`src/rtl/ram_scanner.sv`:
```
// Read-side scanner for the switch-written register file: walks every address,
// holds each for DWELL cycles, publishes it to the display and keeps a per-pass checksum.
module ram_scanner #(
   parameter int ADDR_W = 4,
   parameter int DATA_W = 8,
   parameter int DWELL  = 4
) (
   input  logic              clk,
   input  logic              rst_n,
   input  logic              start,
   input  logic              pause,
   input  logic              step,
   input  logic              loop,
   output logic [ADDR_W-1:0] rd_addr,
   input  logic [DATA_W-1:0] rd_data,
   output logic [ADDR_W-1:0] disp_addr,
   output logic [DATA_W-1:0] disp_data,
   output logic              disp_valid,
   output logic [DATA_W-1:0] checksum,
   output logic              done,
   output logic              busy
);

   localparam int CNT_W = (DWELL > 1) ? $clog2(DWELL) : 1;
   localparam logic [CNT_W-1:0]  DWELL_LAST = CNT_W'(DWELL - 1);
   localparam logic [ADDR_W-1:0] ADDR_LAST  = '1;

   localparam logic [1:0] S_IDLE  = 2'd0;
   localparam logic [1:0] S_SCAN  = 2'd1;
   localparam logic [1:0] S_PAUSE = 2'd2;
   localparam logic [1:0] S_DONE  = 2'd3;

   logic [1:0]        r_state;
   logic [CNT_W-1:0]  r_dwell_cnt;
   logic [DATA_W-1:0] r_acc;
   logic [ADDR_W-1:0] r_rd_addr;
   logic [ADDR_W-1:0] r_disp_addr;
   logic [DATA_W-1:0] r_disp_data;
   logic              r_disp_valid;
   logic [DATA_W-1:0] r_checksum;
   logic              r_done;
   logic              r_busy;

   logic [1:0]        w_state_next;
   logic [CNT_W-1:0]  w_dwell_next;
   logic              w_cap;
   logic              w_last;
   logic [DATA_W-1:0] w_sum;

   // start outranks everything, so a capture due on the restart edge is dropped
   assign w_cap  = !start && (((r_state == S_SCAN) && (r_dwell_cnt == DWELL_LAST)) ||
                              ((r_state == S_PAUSE) && pause && step));
   assign w_last = (r_rd_addr == ADDR_LAST);
   assign w_sum  = r_acc + rd_data;

   always_comb begin
      w_state_next = r_state;
      w_dwell_next = r_dwell_cnt;
      if (start) begin
         w_state_next = S_SCAN;
         w_dwell_next = '0;
      end else begin
         case (r_state)
            S_SCAN: begin
               if (w_cap)
                  w_dwell_next = '0;
               else if (!pause)
                  w_dwell_next = r_dwell_cnt + 1'b1;
               if (w_cap && w_last && !loop)
                  w_state_next = S_DONE;
               else if (pause)
                  w_state_next = S_PAUSE;
            end
            S_PAUSE: begin
               if (!pause) begin
                  w_state_next = S_SCAN;
               end else if (w_cap) begin
                  w_dwell_next = '0;
                  if (w_last && !loop)
                     w_state_next = S_DONE;
               end
            end
            default: ;
         endcase
      end
   end

   always_ff @(posedge clk or negedge rst_n) begin
      if (!rst_n) begin
         r_state      <= S_IDLE;
         r_dwell_cnt  <= '0;
         r_acc        <= '0;
         r_rd_addr    <= '0;
         r_disp_addr  <= '0;
         r_disp_data  <= '0;
         r_disp_valid <= 1'b0;
         r_checksum   <= '0;
         r_done       <= 1'b0;
         r_busy       <= 1'b0;
      end else begin
         r_state      <= w_state_next;
         r_dwell_cnt  <= w_dwell_next;
         r_disp_valid <= w_cap;
         r_done       <= w_cap && w_last;
         r_busy       <= (w_state_next == S_SCAN) || (w_state_next == S_PAUSE);
         if (start) begin
            r_rd_addr <= '0;
            r_acc     <= '0;
         end else if (w_cap) begin
            // address wraps naturally after the last entry
            r_rd_addr   <= r_rd_addr + 1'b1;
            r_disp_addr <= r_rd_addr;
            r_disp_data <= rd_data;
            if (w_last) begin
               r_checksum <= w_sum;
               r_acc      <= '0;
            end else begin
               r_acc <= w_sum;
            end
         end
      end
   end

   assign rd_addr    = r_rd_addr;
   assign disp_addr  = r_disp_addr;
   assign disp_data  = r_disp_data;
   assign disp_valid = r_disp_valid;
   assign checksum   = r_checksum;
   assign done       = r_done;
   assign busy       = r_busy;

endmodule

```
`config.mk`:
```
export PLATFORM = sky130hd
export DESIGN_NAME = ram_scanner
export DESIGN_NICKNAME = d
export VERILOG_FILES = /design/src/rtl/ram_scanner.sv
export SDC_FILE = /design/constraint.sdc
export NUM_CORES = 1
export LEC_CHECK = 0
export BUFFER_PORTS_ARGS = -buffer_cell sky130_fd_sc_hd__buf_4
export CAP_MARGIN = 20
export CORE_ASPECT_RATIO = 1.75
export CORE_MARGIN = 3
export CORE_UTILIZATION = 45
export DETAILED_ROUTE_END_ITERATION = 16
export PLACE_DENSITY = 0.68
export SLEW_MARGIN = 30
export SYNTH_ARGS = -nofsm -noshare
export SYNTH_HDL_FRONTEND = slang
export SYNTH_SLANG_ARGS = --single-unit
export TNS_END_PERCENT = 10
```
`constraint.sdc`:
```
create_clock -name clk -period 3.3 [get_ports clk]
set_clock_uncertainty 0.05 [all_clocks]
set_input_delay 0.33 -clock clk [delete_from_list [all_inputs] [get_ports clk]]
set_output_delay 0.33 -clock clk [all_outputs]
set_load 0.01 [all_outputs]
```
==> flow_metrics.tcl, run 1 <==
set metrics [dict create \
    synth_flop_cell "dfrtp_1" \
    power_mw 1.49 \
    multi_input_area_um2 923 \
    antenna_found_initial 0 \
    first_pass_iters 4 \
    fmax_mhz 408 \
    max-cap-violations 0 \
    start_kind "flip-flop" \
    cts_num_sinks 39 \
    remaining_drc_errors 0 \
    path_buf_inv 2 \
    syn_inst 181 \
    cp_max_fo 16 \
    fin_setup_tns_ps 0 \
    holdCritPathClass "in2reg" \
    critical_path_arrival_ps 2620 \
    synth_cell_types 37 \
    cpPeakStageDelay_ps 430 \
    numPortBuffers 40 \
    cts_tree "yes" \
    cpMaxStageDelayCell "a32o_1" \
    holdWs_ps 197 \
    post-place-cells 265 \
    drtIter0Drc 34 \
    p_leak_nw 1.25 \
    stdcell_count 274 \
    hold_violations 0 \
    grtUsageTotal 0.173 \
    start_util 0.470 \
    synth.area.top_cells "dfrtp_1, nand2_1, ha_1, mux2_2, a22o_1" \
    place_ws_ps 880 \
    placeableCoreArea_mm2 0.00415 \
    avgSynthCellArea_um2 10.8 \
    synth-edff-count 0 \
    routed_wl_um 4150 \
    status "complete, no violations" \
    peakVddDrop_mv 0.366 \
    synth_top_area_frac 0.500 \
    fin_crit_ps 2450 \
    crit_path_end_kind "flip-flop" \
    pin_count 41 \
    yosys.area.top_type "dfrtp_1" \
    worst_slack_ps 847 \
    cts_setup_buffers 0 \
    antenna_left 0 \
    cts_buffers 5 \
    grt-ovfl-total 0 \
    drv_slew 0 \
    gp_congestion 0.803 \
    grt_pass1_wl_um 6890 \
    diodes 0 \
    ys_warn_count 0 \
    drive_above_1_share 0.271 \
    clkTransAtPathRegs_ps 70 \
    setup_viol 0 \
    clock_latency_ps 290 \
    slew_headroom 0.680 \
    seq_area_frac_synth 0.500 \
    clockRootBuffer "clkbuf_8" \
    viasPerCell 5.44 \
    die-height_um 93.1 \
    rsz0062_at_grt "no" \
    worstMarginPinSlew_ps 481 \
    synth-seq-cells 39 \
    syn_to_final_growth_pct 22.5 \
    dieArea_mm2 0.00519 \
    vias 1491 \
    htree_levels 2 \
    cellPowerDensity_mw_per_mm2 622 \
    wire_per_inst_um 15.1 \
    path_cells "inv_1 > ha_1 > a32o_1 > nand2b_4 > inv_4 > and2_1 > nor3b_2 > a2bb2oi_1" \
    async_flop_share 1.00 \
    synth_nets 207 \
    dieWidth_um 55.8 \
    num_rows 31 \
    cp_data_required_time_ps 3470 \
    period_share 0.743 \
    path_class "reg2reg" \
    num-fill-cells 380 \
    seqCellArea_um2 976 \
    cts.path.max_buffers 2 \
    netlist_area_mm2 0.00195 \
    fin_nets 250 \
    hpwl_um 3040 \
    ctsResizeCount 0 \
    cp_top_family "simple AND/OR/NAND/NOR gates" \
    grt_pass1_vias 1517 \
    grt_max_degree 40 \
]
layer usage:
| metal | up-vias | share of wire | global-route usage | routed length, µm |
|---|---|---|---|---|
| met5 | - | 0 | 0 | 0 |
| met4 | 0 | 0.023 | 0.0852 | 97 |
| met3 | 8 | 0.042 | 0.0414 | 174 |
| met2 | 33 | 0.55 | 0.320 | 2300 |
| met1 | 730 | 0.38 | 0.178 | 1580 |
| li1 | 720 | - | - | - |
report_power, final:
| part | leakage [nW] | internal (mW) | switching, mW |
|---|---|---|---|
| registers | 0.526 | 0.574 | 0.0667 |
| clock network | 0.0515 | 0.191 | 0.159 |
| logic | 0.671 | 0.239 | 0.257 |
| total | 1.25 | 1.00 | 0.482 |
synth_stat cells, types with 3 or more instances:
cell type	n
ha_1	11
a22o_1	7
xor2_1	4
xnor2_1	5
nand2_1	40
clkbuf_1	3
mux2_2	8
inv_1	3
a21oi_1	7
dfrtp_1	39
o21ai_0	7
a211oi_1	5
nor2_1	10
a21o_1	3
what timing repair did:
action	CTS	global route
hold buffers	1	0
endpoints found under the setup margin	0	0
hold endpoints to repair	39	0
logic make-up (layout without fill, tap and decap cells):
group	Yosys count	in the layout	share of synthesized area
simple gates	65	65	0.158
flops	39	39	0.500
compound gates	38	38	0.137
fa+ha+maj	12	12	0.0808
xor+xnor	10	10	0.0520
buf+inv	9	53	0.0263
mux	8	8	0.0462
through the flow:
step	instance area, µm²	utilization
6_report	2390	0.576
5_1_grt	2390	0.576
4_1_cts	2390	0.576
3_5_place_dp	2280	0.549
3_3_place_gp	2280	0.549
2_1_floorplan	1950	-
registers in the layout, indices dropped and copies added, names as in the netlist:
signal and flops:
rd_addr 4, done 1, busy 1, r_dwell_cnt 2, checksum 8, r_state 2, disp_addr 4, disp_valid 1
r_acc 8, disp_data 8
final timing paths:
check / start / to / slack (ps) / depth (start not counted)
max: r_state[0]$_DFF_PN0_ / r_acc[7]$_DFFE_PN0P_ / 850 / 8
min: rd_data[4] / disp_data[4]$_DFFE_PN0P_ / 200 / 3
max reg2reg: r_state[0]$_DFF_PN0_ / r_acc[7]$_DFFE_PN0P_ / 850 / 8
min reg2reg: disp_addr[0]$_DFFE_PN0P_ / disp_addr[0]$_DFFE_PN0P_ / 440 / 2
max in group asynchronous: rst_n / r_acc[2]$_DFFE_PN0P_ / 2370 / 2
min in group asynchronous: rst_n / rd_addr[3]$_DFFE_PN0P_ / 490 / 2
layout make-up:
cell class,count,share of cell area
Clock buffer,8,0.0419
Inverter,4,0.00733
Multi-Input combinational cell,133,0.387
Sequential cell,39,0.409
Tap cell,49,0.0257
Timing Repair Buffer,41,0.130
worst min-delay path: stages:
cell	delay, ps
buf_4	90
nand2_1	40
nand2_1	40
cells in the final DEF, fill, tap and decap left out, types with 2 or more instances in the layout:
cell type and count:
o21a_1 2, xor2_1 4, xnor2_1 5, dfrtp_1 39, o21ai_0 7, mux2_2 8, a21oi_1 7, nor2_1 10
inv_1 3, nor2_2 2, a211oi_1 5, buf_4 40, nor3b_2 2, and2b_1 2, a22o_1 7, a21o_1 3
nand2_1 40, ha_1 11, clkbuf_8 7, nand3_1 2
Note: power is estimated with default switching activity, not from simulation.
==> run 2: changes to the inputs <==
- PLACE_DENSITY: 0.68 -> 0.7
- clock period: 3.3 -> 2 ns (I/O delays scaled with it)
==> run 2 against run 1 <==
Design area rose by 5.6%. Combinational power rose by 83%. Power rose by 70%. Critical path type unchanged. Routed wire length rose by 1.7%. Clock-buffer cell count did not move. Critical path depth fell by 2. Setup slack got worse by 790 ps.
==> flow_metrics.tcl, run 2 (same netlist as run 1, synthesis figures left out) <==
set metrics [dict create \
    status "complete, no violations" \
    dieArea_mm2 0.00519 \
    drt-met1-wl_um 1590 \
    fin_nets 262 \
    die-height_um 93.1 \
    drv_slew 0 \
    htree_levels 2 \
    max-cap-violations 0 \
    grt_pass1_wl_um 7370 \
    cellPowerDensity_mw_per_mm2 1000 \
    antenna_left 0 \
    grtUsageTotal 0.180 \
    final_common_cell "buf_4" \
    fmax_mhz 516 \
    viasPerCell 5.35 \
    slew_headroom 0.675 \
    place_ws_ps -84.3 \
    clkTransAtPathRegs_ps 70 \
    holdCritPathClass "in2reg" \
    cp_data_required_time_ps 2120 \
    fin_setup_tns_ps 0 \
    num_rows 31 \
    final_core_util 0.608 \
    critical_path_arrival_ps 2060 \
    placeableCoreArea_mm2 0.00415 \
    wire_per_inst_um 14.8 \
    wl_met3_um 133 \
    final_cell_mix "buf_4, nand2_1, dfrtp_1" \
    cts.path.max_buffers 2 \
    cts_buffers 5 \
    gp_congestion 0.824 \
    remaining_drc_errors 0 \
    path_class "reg2reg" \
    pin_count 41 \
    syn_to_final_growth_pct 29.3 \
    grt_pass1_vias 1602 \
    cts_num_sinks 39 \
    peakVddDrop_mv 0.723 \
    drive_above_1_share 0.342 \
    setup_viol 0 \
    power_mw 2.53 \
    dieWidth_um 55.8 \
    hold_violations 0 \
    fin_crit_ps 1940 \
    crit_path_end_kind "flip-flop" \
    p_leak_nw 1.32 \
    diodes 0 \
    clock_latency_ps 290 \
    antenna_found_initial 0 \
    num-fill-cells 378 \
    routed_wl_um 4220 \
    wl_met2_um 2430 \
    worst_slack_ps 60.2 \
    top_layer_used "met4" \
    cts_tree "yes" \
    rsz0062_at_grt "yes" \
    vias 1530 \
    numPortBuffers 40 \
    holdWs_ps 64.9 \
    clockRootBuffer "clkbuf_8" \
    start_kind "flip-flop" \
    cp_max_fo 3 \
    hpwl_um 3130 \
    worstMarginPinSlew_ps 487 \
    grt-ovfl-total 0 \
    period_share 0.970 \
    first_pass_iters 4 \
    drtIter0Drc 11 \
    start_util 0.470 \
    grt_max_degree 40 \
]
## run 2: cell count changes in the layout (fill, tap and decap cells not counted), sizes merged
cell | previous run | this run
buf | 40 | 52
## run 2: layout make-up
class	instances	area [µm²]	area share
Clock buffer	8	100	0.0397
Inverter	4	20.0	0.00794
Tap cell	49	61.3	0.0243
Timing Repair Buffer	53	413	0.164
Sequential cell	39	976	0.387
Multi-Input combinational cell	133	952	0.377
## run 2: worst max-delay path: stages (launching register included)
cell and delay, ps:
dfrtp_1 420, ha_1 300, a211oi_1 330, o21a_1 200
a21oi_1 70, xnor3_1 190, mux2_2 270
## run 2: through the flow
step	cells	cell area, µm²
final	286	2520
after global routing	286	2520
after CTS	286	2500
after detailed placement	276	2370
after global placement	276	2370
after floorplan	181	1950
## run 2: final timing paths
check	depth (start not counted)	slack, ps	startpoint	endpoint
hold reg to reg	2	430	disp_addr[1]$_DFFE_PN0P_	disp_addr[1]$_DFFE_PN0P_
setup reg to reg	6	60	r_acc[1]$_DFFE_PN0P_	checksum[7]$_DFFE_PN0P_
min in group asynchronous	2	370	rst_n	disp_addr[3]$_DFFE_PN0P_
hold / removal	3	60	rd_data[5]	disp_data[5]$_DFFE_PN0P_
max in group asynchronous	2	1190	rst_n	r_acc[0]$_DFFE_PN0P_
setup / recovery	6	60	r_acc[1]$_DFFE_PN0P_	checksum[7]$_DFFE_PN0P_
## run 2: report_power, final
| group | total [mW] | internal (mW) | leakage, nW | switching [mW] |
|---|---|---|---|---|
| sequential | 1.05 | 0.947 | 0.526 | 0.0999 |
| combinational | 0.907 | 0.453 | 0.740 | 0.455 |
| clock | 0.572 | 0.315 | 0.0515 | 0.257 |
## run 2: what timing repair did
action | 4_1_cts | 5_1_grt
endpoints found under the hold margin | 39 | 0
hold buffers | 1 | 0
endpoints found under the setup margin | 2 | 9
resized for setup | 3 | 7
pin swaps | 2 | 1
buffers inserted | 1 | 0
## run 2: routing by layer
metal | up-vias | track usage
met5 | - | 0
met2 | 28 | 0.335
met4 | 0 | 0.0751
met3 | 7 | 0.0359
li1 | 744 | -
met1 | 751 | 0.193
==> run 3: changes to the inputs <==
- PLACE_DENSITY: 0.7 -> unset
- PLACE_DENSITY_LB_ADDON: unset -> 0.15
- REMOVE_ABC_BUFFERS: unset -> 1
==> run 3 against run 2 <==
Register-to-register slack hardly changed. Worst hold slack got worse by 3.8 ps. Maximum frequency decreased by 0.11%. Critical path type unchanged. Critical path depth grew 1. Setup slack got worse by 2.2 ps. First-iteration DRC count increased by 36%. Core utilization up 0.51 points. Flip-flop and latch count unchanged. Power increased by 0.45%. Final cell count is 0.35% higher. Via count hardly changed.
==> flow_metrics.tcl, run 3 (same netlist as run 1, synthesis figures left out) <==
set metrics [dict create \
    start_kind "flip-flop" \
    htree_levels 2 \
    remaining_drc_errors 0 \
    cellPowerDensity_mw_per_mm2 998 \
    final_cell_area_mm2 0.00254 \
    path_class "reg2reg" \
    placeableCoreArea_mm2 0.00415 \
    routed_wl_um 4260 \
    critical_path_arrival_ps 2070 \
    worstHoldPathCells 3 \
    pin_count 41 \
    num-fill-cells 361 \
    fin_nets 263 \
    viasPerCell 5.33 \
    p_leak_nw 1.32 \
    max-cap-violations 0 \
    cts_tree "yes" \
    grt-ovfl-total 0 \
    dieWidth_um 55.8 \
    drive_above_1_share 0.366 \
    vias 1531 \
    fmax_mhz 515 \
    period_share 0.971 \
    diodes 0 \
    slew_headroom 0.676 \
    seqCellArea_um2 976 \
    peakVddDrop_mv 0.610 \
    start_util 0.470 \
    holdCritPathClass "in2reg" \
    wire_per_inst_um 14.8 \
    num_rows 31 \
    cp_max_fo 2 \
    clock_latency_ps 290 \
    grt_pass1_wl_um 7250 \
    cp_data_required_time_ps 2120 \
    fin_crit_ps 1940 \
    placed_area_mm2 0.00237 \
    final_common_cell "buf_4" \
    syn_to_final_growth_pct 30.4 \
    cts_buffers 5 \
    final_core_util 0.613 \
    drv_slew 0 \
    gp_congestion 0.787 \
    reg2reg_depth 7 \
    numPortBuffers 40 \
    first_pass_iters 4 \
    multi_input_area_um2 975 \
    worstMarginPinSlew_ps 486 \
    grtUsageTotal 0.177 \
    clockRootBuffer "clkbuf_8" \
    grt_max_degree 40 \
    hpwl_um 3220 \
    grt_pass1_vias 1662 \
    antenna_found_initial 0 \
    dieArea_mm2 0.00519 \
    rsz0062_at_grt "yes" \
    setup_viol 0 \
    die-height_um 93.1 \
    antenna_left 0 \
    final_cell_mix "buf_4, nand2_1, dfrtp_1" \
    crit_path_end_kind "flip-flop" \
    cts.path.max_buffers 2 \
    drtIter0Drc 15 \
    hold_violations 0 \
    status "complete, no violations" \
    clkTransAtPathRegs_ps 70 \
    cts_num_sinks 39 \
]
[run 3: repair_timing]
item                                    in CTS  in global routing
pin swaps                                    1                  2
gates resized for setup                      3                 11
hold endpoints to repair                    39                  0
setup buffers                                0                  1
endpoints found under the setup margin       4                 15
hold buffers                                 1                  0
[run 3: layout make-up]
type / instances / share of cell area
sequential: 39 / 0.384
multi-input combinational: 133 / 0.383
timing repair buffer: 54 / 0.160
clock buffer: 7 / 0.0379
tap: 49 / 0.0241
inverter: 4 / 0.00787
clock inverter: 1 / 0.00295
[run 3: worst paths after layout]
path / startpoint / to / slack (ps)
max: r_acc[0]$_DFFE_PN0P_ / checksum[6]$_DFFE_PN0P_ / 60
min: rd_data[0] / disp_data[0]$_DFFE_PN0P_ / 60
max reg2reg: r_acc[0]$_DFFE_PN0P_ / checksum[6]$_DFFE_PN0P_ / 60
min reg2reg: disp_data[0]$_DFFE_PN0P_ / disp_data[0]$_DFFE_PN0P_ / 430
max in group asynchronous: rst_n / r_acc[2]$_DFFE_PN0P_ / 1200
min in group asynchronous: rst_n / r_state[0]$_DFF_PN0_ / 360
[run 3: stage by stage]
| stage | TNS, ps | power, mW | setup WS [ps] | cells | hold WS [ps] |
|---|---|---|---|---|---|
| final | 0 | 2.54 | 58.0 | 287 | 61.1 |
| after detailed placement | -95.3 | 1.93 | -77.8 | 277 | 152 |
| after floorplan | -303 | 1.57 | -37.2 | 176 | -146 |
| after CTS | 0 | 2.53 | 8.09 | 286 | 51.5 |
| after global placement | -47.9 | 1.88 | -47.9 | 277 | 147 |
| after global routing | -35.4 | 2.71 | -27.4 | 287 | 63.7 |
[run 3: critical path, stage by stage, from the launching register on]
cell      delay (ps)
dfrtp_1          390
ha_2             190
fa_2             350
a211oi_2         230
o21bai_1         110
a21oi_2          160
xnor2_1           90
mux2_2           270
[run 3: per-layer routing]
layer / up-vias / global-route usage / share of wire
met5: - / 0 / 0
met1: 739 / 0.187 / 0.39
met2: 36 / 0.321 / 0.54
met3: 10 / 0.0387 / 0.037
met4: 0 / 0.0913 / 0.028
li1: 746 / - / -
[run 3: power breakdown]
part	switching, mW	total, mW	internal [mW]
clock	0.265	0.579	0.313
combinational	0.456	0.909	0.453
sequential	0.103	1.05	0.947
